===== config.mk =====
export PLATFORM = sky130hd
export DESIGN_NAME = pixel_frame_interfaces
export DESIGN_NICKNAME = d
export VERILOG_FILES = /design/src/rtl/pixel_frame_interfaces.sv
export SDC_FILE = /design/constraint.sdc
export NUM_CORES = 1
export LEC_CHECK = 0
export BUFFER_PORTS_ARGS = -buffer_cell sky130_fd_sc_hd__buf_2
export CELL_PAD_IN_SITES_DETAIL_PLACEMENT = 0
export CELL_PAD_IN_SITES_GLOBAL_PLACEMENT = 1
export CORE_AREA = 5 5 398 400
export DETAILED_ROUTE_END_ITERATION = 10
export DIE_AREA = 0 0 403 405
export PLACE_DENSITY = 0.55
export SETUP_SLACK_MARGIN = 0.5
export SLEW_MARGIN = 25
export SYNTH_ARGS = -nofsm -noshare
export SYNTH_HDL_FRONTEND = slang
export SYNTH_SLANG_ARGS = --single-unit

===== constraint.sdc =====
create_clock -name clk -period 23.4 [get_ports clk]
set_clock_uncertainty 0.05 [all_clocks]
set_input_delay 3.51 -clock clk [delete_from_list [all_inputs] [get_ports clk]]
set_output_delay 3.51 -clock clk [all_outputs]
set_load 0.02 [all_outputs]

===== src/rtl/pixel_frame_interfaces.sv =====
// Pixel front end: serial bit loader with whole-frame handoff, plus nearest-index
// down-sampler and up-sampler. All three run concurrently on one clock/reset.

module nearest_resampler #(
  parameter int DATA_WIDTH = 16,
  parameter int IN_COUNT   = 32,
  parameter int OUT_COUNT  = 8
) (
  input  logic                            clk,
  input  logic                            rst,
  input  logic                            i_start,
  input  logic [DATA_WIDTH*IN_COUNT-1:0]  i_vec,
  output logic [DATA_WIDTH*OUT_COUNT-1:0] o_vec,
  output logic                            o_busy,
  output logic                            o_done
);
  localparam int IDX_W = (OUT_COUNT > 1) ? $clog2(OUT_COUNT) : 1;
  localparam logic [IDX_W-1:0] LAST_IDX = IDX_W'(OUT_COUNT - 1);

  typedef enum logic [1:0] {
    ST_IDLE = 2'b00,
    ST_RUN  = 2'b01,
    ST_DONE = 2'b10
  } state_t;

  state_t                          r_state;
  logic [IDX_W-1:0]                r_idx;
  logic [DATA_WIDTH*IN_COUNT-1:0]  r_snap;
  logic [DATA_WIDTH*OUT_COUNT-1:0] r_vec;
  logic                            r_busy;
  logic                            r_done;
  logic [DATA_WIDTH-1:0]           w_word;

  // Nearest source index, computed in 32-bit integer arithmetic before clamping.
  function automatic int src_index(input logic [IDX_W-1:0] j);
    int v;
    v = (int'(j) * IN_COUNT) / OUT_COUNT;
    return (v > IN_COUNT - 1) ? IN_COUNT - 1 : v;
  endfunction

  // Snapshot word feeding the output slot being written this cycle.
  always_comb begin
    w_word = r_snap[src_index(r_idx)*DATA_WIDTH +: DATA_WIDTH];
  end

  // Start/run/done sequencer; a start arriving in the DONE cycle begins a new run.
  always_ff @(posedge clk or posedge rst) begin
    if (rst) begin
      r_state <= ST_IDLE;
      r_idx   <= '0;
      r_snap  <= '0;
      r_vec   <= '0;
      r_busy  <= 1'b0;
      r_done  <= 1'b0;
    end else begin
      case (r_state)
        ST_IDLE: begin
          r_done <= 1'b0;
          if (i_start) begin
            r_snap  <= i_vec;
            r_idx   <= '0;
            r_busy  <= 1'b1;
            r_state <= ST_RUN;
          end
        end
        ST_RUN: begin
          r_done <= 1'b0;
          r_vec[r_idx*DATA_WIDTH +: DATA_WIDTH] <= w_word;
          if (r_idx == LAST_IDX) begin
            r_busy  <= 1'b0;
            r_state <= ST_DONE;
          end else begin
            r_idx <= r_idx + 1'b1;
          end
        end
        ST_DONE: begin
          r_done <= 1'b1;
          if (i_start) begin
            r_snap  <= i_vec;
            r_idx   <= '0;
            r_busy  <= 1'b1;
            r_state <= ST_RUN;
          end else begin
            r_state <= ST_IDLE;
          end
        end
        default: begin
          r_state <= ST_IDLE;
          r_busy  <= 1'b0;
          r_done  <= 1'b0;
        end
      endcase
    end
  end

  assign o_vec  = r_vec;
  assign o_busy = r_busy;
  assign o_done = r_done;
endmodule

module pixel_frame_interfaces #(
  parameter int DATA_WIDTH    = 16,
  parameter int PIXEL_COUNT   = 32,
  parameter int PIXEL_SCALE   = 8,
  parameter int FIFO_DEPTH    = 64,
  parameter int FIFO_ADDR_W   = 6,
  parameter int SAMPLE_COUNT  = 8,
  parameter int EXP_IN_COUNT  = 8,
  parameter int EXP_OUT_COUNT = 16
) (
  input  logic                                clk,
  input  logic                                rst,
  input  logic                                pixel_bit,
  input  logic                                pixel_bit_valid,
  output logic                                pixel_bit_ready,
  input  logic                                frame_consume,
  output logic                                frame_valid,
  output logic [DATA_WIDTH*PIXEL_COUNT-1:0]   frame_flat,
  input  logic                                sampler_start,
  output logic                                sampler_busy,
  output logic                                sampler_done,
  output logic [DATA_WIDTH*SAMPLE_COUNT-1:0]  sampled_flat,
  input  logic                                exp_start,
  input  logic [DATA_WIDTH*EXP_IN_COUNT-1:0]  exp_vector_in,
  output logic [DATA_WIDTH*EXP_OUT_COUNT-1:0] exp_vector_out,
  output logic                                exp_busy,
  output logic                                exp_done
);
  localparam int CNT_W = FIFO_ADDR_W + 1;
  localparam int PIX_W = (PIXEL_COUNT > 1) ? $clog2(PIXEL_COUNT) : 1;
  localparam logic [CNT_W-1:0]      FIFO_FULL = CNT_W'(FIFO_DEPTH);
  localparam logic [PIX_W-1:0]      PIX_LAST  = PIX_W'(PIXEL_COUNT - 1);
  localparam logic [DATA_WIDTH-1:0] ONE_WORD  = DATA_WIDTH'(32'd1) << PIXEL_SCALE;

  logic [FIFO_DEPTH-1:0]             r_fifo_mem;
  logic [FIFO_ADDR_W-1:0]            r_wr_ptr;
  logic [FIFO_ADDR_W-1:0]            r_rd_ptr;
  logic [CNT_W-1:0]                  r_fifo_cnt;
  logic                              r_ready;
  logic [DATA_WIDTH*PIXEL_COUNT-1:0] r_asm_buf;
  logic [PIX_W-1:0]                  r_asm_idx;
  logic                              r_asm_full;
  logic [DATA_WIDTH*PIXEL_COUNT-1:0] r_frame_flat;
  logic                              r_frame_valid;

  logic                  w_push;
  logic                  w_pop;
  logic                  w_handoff;
  logic [CNT_W-1:0]      w_cnt_next;
  logic [DATA_WIDTH-1:0] w_pix_word;

  // Handshake decode; a complete buffer blocks further pops until it is handed off.
  always_comb begin
    w_push     = pixel_bit_valid && r_ready;
    w_pop      = (r_fifo_cnt != '0) && !r_asm_full;
    w_handoff  = r_asm_full && (!r_frame_valid || frame_consume);
    w_pix_word = r_fifo_mem[r_rd_ptr] ? ONE_WORD : '0;
    case ({w_push, w_pop})
      2'b10:   w_cnt_next = r_fifo_cnt + 1'b1;
      2'b01:   w_cnt_next = r_fifo_cnt - 1'b1;
      default: w_cnt_next = r_fifo_cnt;
    endcase
  end

  // Bit FIFO; ready is registered from the next occupancy so it is 0 while in reset.
  always_ff @(posedge clk or posedge rst) begin
    if (rst) begin
      r_fifo_mem <= '0;
      r_wr_ptr   <= '0;
      r_rd_ptr   <= '0;
      r_fifo_cnt <= '0;
      r_ready    <= 1'b0;
    end else begin
      if (w_push) begin
        r_fifo_mem[r_wr_ptr] <= pixel_bit;
        r_wr_ptr             <= r_wr_ptr + 1'b1;
      end
      if (w_pop) begin
        r_rd_ptr <= r_rd_ptr + 1'b1;
      end
      r_fifo_cnt <= w_cnt_next;
      r_ready    <= (w_cnt_next < FIFO_FULL);
    end
  end

  // Frame assembly in arrival order.
  always_ff @(posedge clk or posedge rst) begin
    if (rst) begin
      r_asm_buf  <= '0;
      r_asm_idx  <= '0;
      r_asm_full <= 1'b0;
    end else if (w_pop) begin
      r_asm_buf[r_asm_idx*DATA_WIDTH +: DATA_WIDTH] <= w_pix_word;
      if (r_asm_idx == PIX_LAST) begin
        r_asm_idx  <= '0;
        r_asm_full <= 1'b1;
      end else begin
        r_asm_idx <= r_asm_idx + 1'b1;
      end
    end else if (w_handoff) begin
      r_asm_full <= 1'b0;
    end
  end

  // Output frame register: whole-frame copy, or release on consume.
  always_ff @(posedge clk or posedge rst) begin
    if (rst) begin
      r_frame_flat  <= '0;
      r_frame_valid <= 1'b0;
    end else if (w_handoff) begin
      r_frame_flat  <= r_asm_buf;
      r_frame_valid <= 1'b1;
    end else if (frame_consume) begin
      r_frame_valid <= 1'b0;
    end
  end

  nearest_resampler #(
    .DATA_WIDTH(DATA_WIDTH),
    .IN_COUNT  (PIXEL_COUNT),
    .OUT_COUNT (SAMPLE_COUNT)
  ) u_sampler (
    .clk    (clk),
    .rst    (rst),
    .i_start(sampler_start),
    .i_vec  (r_frame_flat),
    .o_vec  (sampled_flat),
    .o_busy (sampler_busy),
    .o_done (sampler_done)
  );

  nearest_resampler #(
    .DATA_WIDTH(DATA_WIDTH),
    .IN_COUNT  (EXP_IN_COUNT),
    .OUT_COUNT (EXP_OUT_COUNT)
  ) u_expander (
    .clk    (clk),
    .rst    (rst),
    .i_start(exp_start),
    .i_vec  (exp_vector_in),
    .o_vec  (exp_vector_out),
    .o_busy (exp_busy),
    .o_done (exp_done)
  );

  assign pixel_bit_ready = r_ready;
  assign frame_valid     = r_frame_valid;
  assign frame_flat      = r_frame_flat;
endmodule


Yosys cells after proc, flatten, opt, wreduce, memory -nomap -nowiden
Cells that the tools add are included.

Output and inout port bits: 902. Logic and storage cells: 129. Input port bits: 135. Register bits after elaboration: 2154.

Multiplexer cells: 40. Equal/unequal tests: 18. Reduce and logical (&&, ||, !) cells: 25. $lt $le $gt $ge: 6. Shift-type cells: 8. Add/subtract/negate cells: 10.

Operators by type and width (count): bitwise mux 512 bit (1); variable shift 16 x 34 -> 512 bit (first input constant) (1); indexed part select 16 x 34 -> 512 bit (1); indexed part select 512 x 32 -> 16 bit (1); bitwise mux 256 bit (1); variable shift 16 x 34 -> 256 bit (first input constant) (1); indexed part select 16 x 34 -> 256 bit (1); bitwise mux 128 bit (1); variable shift 16 x 34 -> 128 bit (first input constant) (1); indexed part select 128 x 32 -> 16 bit (1); indexed part select 16 x 34 -> 128 bit (1); bitwise mux 64 bit (1); negator 7 -> 34 bit (1); negator 8 -> 34 bit (1); negator 9 -> 34 bit (1); two-way mux 1 bit (15); less-than comparator 6 x 7 -> 1 bit (second input constant) (2); one-hot mux 7 bit (2 select lines) (1); AND reduction 2 bit (7); adder 6 x 1 -> 6 bit (second input constant) (2); one-hot mux 2 bit (3 select lines) (2); two-way mux 5 bit (2); != test 2 x 1 -> 1 bit (second input constant) (5); two-way mux 3 bit (3); 31 further kinds (53).

Depth between registers and ports, before layout
Depth in word-level cells: 5. Gate-level depth with buffers: 13. Depth with buffers taken out: 12.

Hierarchy
A second synthesis with hierarchy kept.

Cell total of the unflattened synthesis: 2726. Area total of the unflattened synthesis: 38050.2 um^2.

Modules (own cells, without submodules): nearest_resampler at u_expander (times used 1, cells an instance 947, sequential area each 9809.4 um^2, area each 16076.7 um^2); pixel_frame_interfaces (times used 1, cells an instance 1104, sequential area each 3878.7 um^2, area each 11064.4 um^2); nearest_resampler at u_sampler (times used 1, cells an instance 675, sequential area each 6581.3 um^2, area each 10909.2 um^2).

Worst setup path before layout
No wires, ideal clock.

Path kind: input-to-reg. Start: in pixel_bit_valid. End: reg r_fifo_cnt[6]. Slack: 17.811 ns. Stages on the path: 9. Data arrival time: 5.413 ns. Cell sequence: nand2_1 > ha_1 > fa_1 > a21o_1 > a21oi_1 > o21bai_1 > mux2i_1 > a311o_1 > xor2_1.

Cells in the longest elaborated chain, start to end: 3. Elaborated cells between the ends (all ways): 4.

RTL lines: from (decl) (line 114) `input logic pixel_bit_valid,`; logical AND 1 bit (*) (line 154) `w_push = pixel_bit_valid && r_ready;`; == test 2 x 1 -> 1 bit or == test 2 bit (tied branches) (line 158) `case ({w_push, w_pop})`; one-hot mux 7 bit (2 select lines) (*) (line 158); net w_cnt_next[6] (line 149) `logic [CNT_W-1:0] w_cnt_next;`; to (signal assigned) (line 181) `r_fifo_cnt <= w_cnt_next;`; to (decl) (line 138) `logic [CNT_W-1:0] r_fifo_cnt;`.

Mark *: on every way through the listed nets, which the timed path passes. The rest lies on a longest branch. A chain may end at the register's enable or synchronous reset.

==> impl_metrics.json <==
{
  "outcome": "finished clean",
  "vias_per_cell": 3.58,
  "ys.warnings.count": 0,
  "rsz0062_at_grt": "no",
  "ys_seq_area_frac": 0.505,
  "worst_pin_slew_ns": 0.985,
  "r2r_cells": 12,
  "maxSlewViolCount": 0,
  "worstPathArrival_ns": 6.75,
  "cts_buffers": 73,
  "cap_viol_max_count": 0,
  "finalWirelength_mm": 96.5,
  "syn_area_um2": 28600,
  "finalSetupViolCount": 0,
  "r2r_setup_slack_ns": 19.41,
  "dieWidth_um": 403,
  "cp_max_fo": 116,
  "yosysMostFrequentCell": "buf_4",
  "stdcell_area_um2": 33500,
  "vdd_drop_max_mv": 0.0783,
  "post-dp-hpwl_mm": 72.8,
  "clock_sinks": 578,
  "regArea_um2": 14500,
  "multi_input_area_um2": 11000,
  "fin_util": 0.216,
  "initialDrtViolationCount": 808,
  "p_leak_nw": 16.6,
  "ys_ff_latch": 578,
  "hp-start": "u_expander.o_vec[152]$_DFFE_PP0P_",
  "dieArea_um2": 163000,
  "area_delta_synth_final_pct": 16.9,
  "netlist_instances": 2644,
  "cp_common_cell": "buf_4",
  "grt_pass1_wl_mm": 134,
  "gp_congestion": 0.753,
  "cp_cell_sequence": "buf_2 -> inv_8 -> buf_4 -> buf_4 -> buf_4",
  "remaining_drc_errors": 0,
  "synth_top_area_share": 0.505,
  "die_h_um": 405,
  "required_ns": 24.00,
  "clk_pin_slew_ns": 0.06,
  "portBuffers": 556,
  "grt_pass1_vias": 18000,
  "final_hold_viol_count": 0,
  "ctsHoldBuffers": 0,
  "post_cts_buffers": 0,
  "detail-route-antenna-nets": 0,
  "post_dp_cell_area_um2": 31100,
  "r2r-start": "r_fifo_cnt[2]$_DFFE_PP0N_",
  "cp_slowest_cell": "buf_4",
  "io_pins": 1037,
  "grtUsageTotal": 0.113,
  "clockRootBuffer": "clkbuf_16",
  "ys_top_cells_by_area": "dfrtp_1 (51%), buf_4 (16%), mux2_2 (10%)",
  "setup_ws_ns": 17.25,
  "num_rows": 145,
  "power_density_nw_per_um2": 143,
  "hold_class": "reg -> reg",
  "rr_endpoint": "r_fifo_cnt[6]$_DFF_PP0_",
  "ys_top_cells_by_count": "buf_4 (594), dfrtp_1 (578), nand2_1 (445)",
  "whs_endpoint": "u_expander.o_vec[152]$_DFFE_PP0P_",
  "clk-insertion-delay-late_ns": 0.65,
  "ys.flop_type": "dfrtp_1",
  "async_reset_ff_frac": 1.00,
  "startpoint_type": "input pin",
  "grt_max_degree": 163,
  "synth_enable_flop_cells": 0,
  "cts_resized": 0,
  "min_period_over_period": 0.263,
  "cts_buffer_depth": 3,
  "cp-end-kind": "async pin",
  "vias": 18600,
  "antenna_found_initial": 14,
  "setup_tns_ns": 0,
  "clock.fmax_mhz": 163,
  "period_minus_slack_ns": 6.15,
  "dp.cells": 5059,
  "syn_area_per_cell_um2": 10.8,
  "start_util": 0.185,
  "netlist.top_cell.by_area": "dfrtp_1",
  "place_ws_ns": 16.41,
  "slew_headroom": 0.344,
  "layout.cells.non_filler": 5191,
  "grt-ovfl-total": 0,
  "drive_gt1_frac": 0.324,
  "h-tree-depth": 3,
  "core_um2": 155000,
  "fin_nets": 3238,
  "cts_tree": "done",
  "fillers": 17000,
  "critPathMaxStageDelay_ns": 0.80,
  "whs_path_depth": 2,
  "path_class": "in -> async",
  "dr.pass1.iters": 5,
  "wl_per_cell_um": 18.6,
  "ys_types": 54
}
[placed cells by master (no fill, tap or decap), types with 3 or more instances in the layout]
cell type,n
dfrtp_1,576
buf_2,556
conb_1,480
nand2_1,436
o21ai_0,268
mux2_2,259
nor2_1,89
clkbuf_16,73
mux4_2,42
mux2_1,27
ha_1,25
buf_4,25
and2_1,20
clkbuf_1,20
inv_1,19
mux2i_1,18
nor2b_1,14
xnor2_1,14
nand3_1,14
nor3_1,13
clkbuf_8,13
nand2_2,9
nand2b_1,8
nand3b_1,8
clkinv_2,8
xor2_1,7
nor4_1,7
a21oi_1,7
diode_2,6
or3_1,6
o31ai_1,5
and3_1,5
a221oi_1,4
nor3_2,3
bufinv_16,3
inv_6,3
[per-stage QoR]
stage | total power [mW] | hold slack (ns)
3_5_place_dp | 3.77 | 0.415
5_1_grt | 5.14 | 0.439
4_1_cts | 4.91 | 0.427
3_3_place_gp | 3.74 | 0.408
6_report | 4.79 | 0.419
2_1_floorplan | 2.88 | 0.387
[layout make-up]
| cell class | count | area share |
|---|---|---|
| diodes | 6 | 0.000448 |
| clock buffers | 106 | 0.0622 |
| clock inverters | 19 | 0.00635 |
| inverters | 21 | 0.00258 |
| multi-input cells | 1820 | 0.329 |
| flip-flops and latches | 578 | 0.432 |
| well taps | 2058 | 0.0769 |
| repair buffers | 583 | 0.0901 |
[registers in the layout, indices dropped and copies added (netlist names), 2 cells and up]
| name | count |
|---|---|
| frame_flat | 32 |
| r_asm_buf | 32 |
| r_asm_idx | 5 |
| r_fifo_cnt | 7 |
| r_fifo_mem | 64 |
| r_rd_ptr | 6 |
| r_wr_ptr | 6 |
| u_expander.o_vec | 256 |
| u_expander.r_idx | 4 |
| u_expander.r_snap | 128 |
| u_expander.r_state | 2 |
| u_sampler.o_vec | 16 |
| u_sampler.r_idx | 3 |
| u_sampler.r_snap | 8 |
| u_sampler.r_state | 2 |
[cell families after synthesis]
| family | count (synthesis) | synth area share |
|---|---|---|
| simple gates | 645 | 0.0944 |
| flops | 578 | 0.505 |
| mux | 346 | 0.152 |
| compound gates | 302 | 0.0563 |
| buf+inv | 725 | 0.174 |
| fa+ha+maj | 26 | 0.0116 |
| xor+xnor | 21 | 0.00642 |
| other cells | 1 | 0.000131 |
[layer usage]
layer	wire length [um]	part of all wire	track usage
met5	0	0	0
met4	2050	0.021	0.0329
met3	7380	0.076	0.0364
met2	44200	0.46	0.174
met1	42900	0.44	0.151
[where the power goes]
group	switching, mW	internal, mW	total [mW]
sequential	0.250	1.37	1.62
clock	0.451	0.649	1.10
combinational	1.42	0.643	2.07
[worst max-delay path: cells and delay by family]
family / cells / cell delay [ns]
buffers and inverters: 5 / 2.99
[worst max-delay path by stage]
stage               from                           endpoint  slack, ns  depth (start not counted)
floorplan            rst        frame_flat[104]$_DFFE_PP0P_       3.67                          1
detailed placement   rst  u_expander.o_vec[103]$_DFFE_PP0P_      16.41                          5
global placement     rst  u_expander.o_vec[103]$_DFFE_PP0P_      16.43                          5
global route         rst  u_expander.o_vec[174]$_DFFE_PP0P_      16.66                          5
CTS                  rst  u_expander.o_vec[175]$_DFFE_PP0P_      17.15                          5
finish               rst   u_expander.o_vec[39]$_DFFE_PP0P_      17.25                          5
Note: power is estimated with default switching activity, not from simulation.
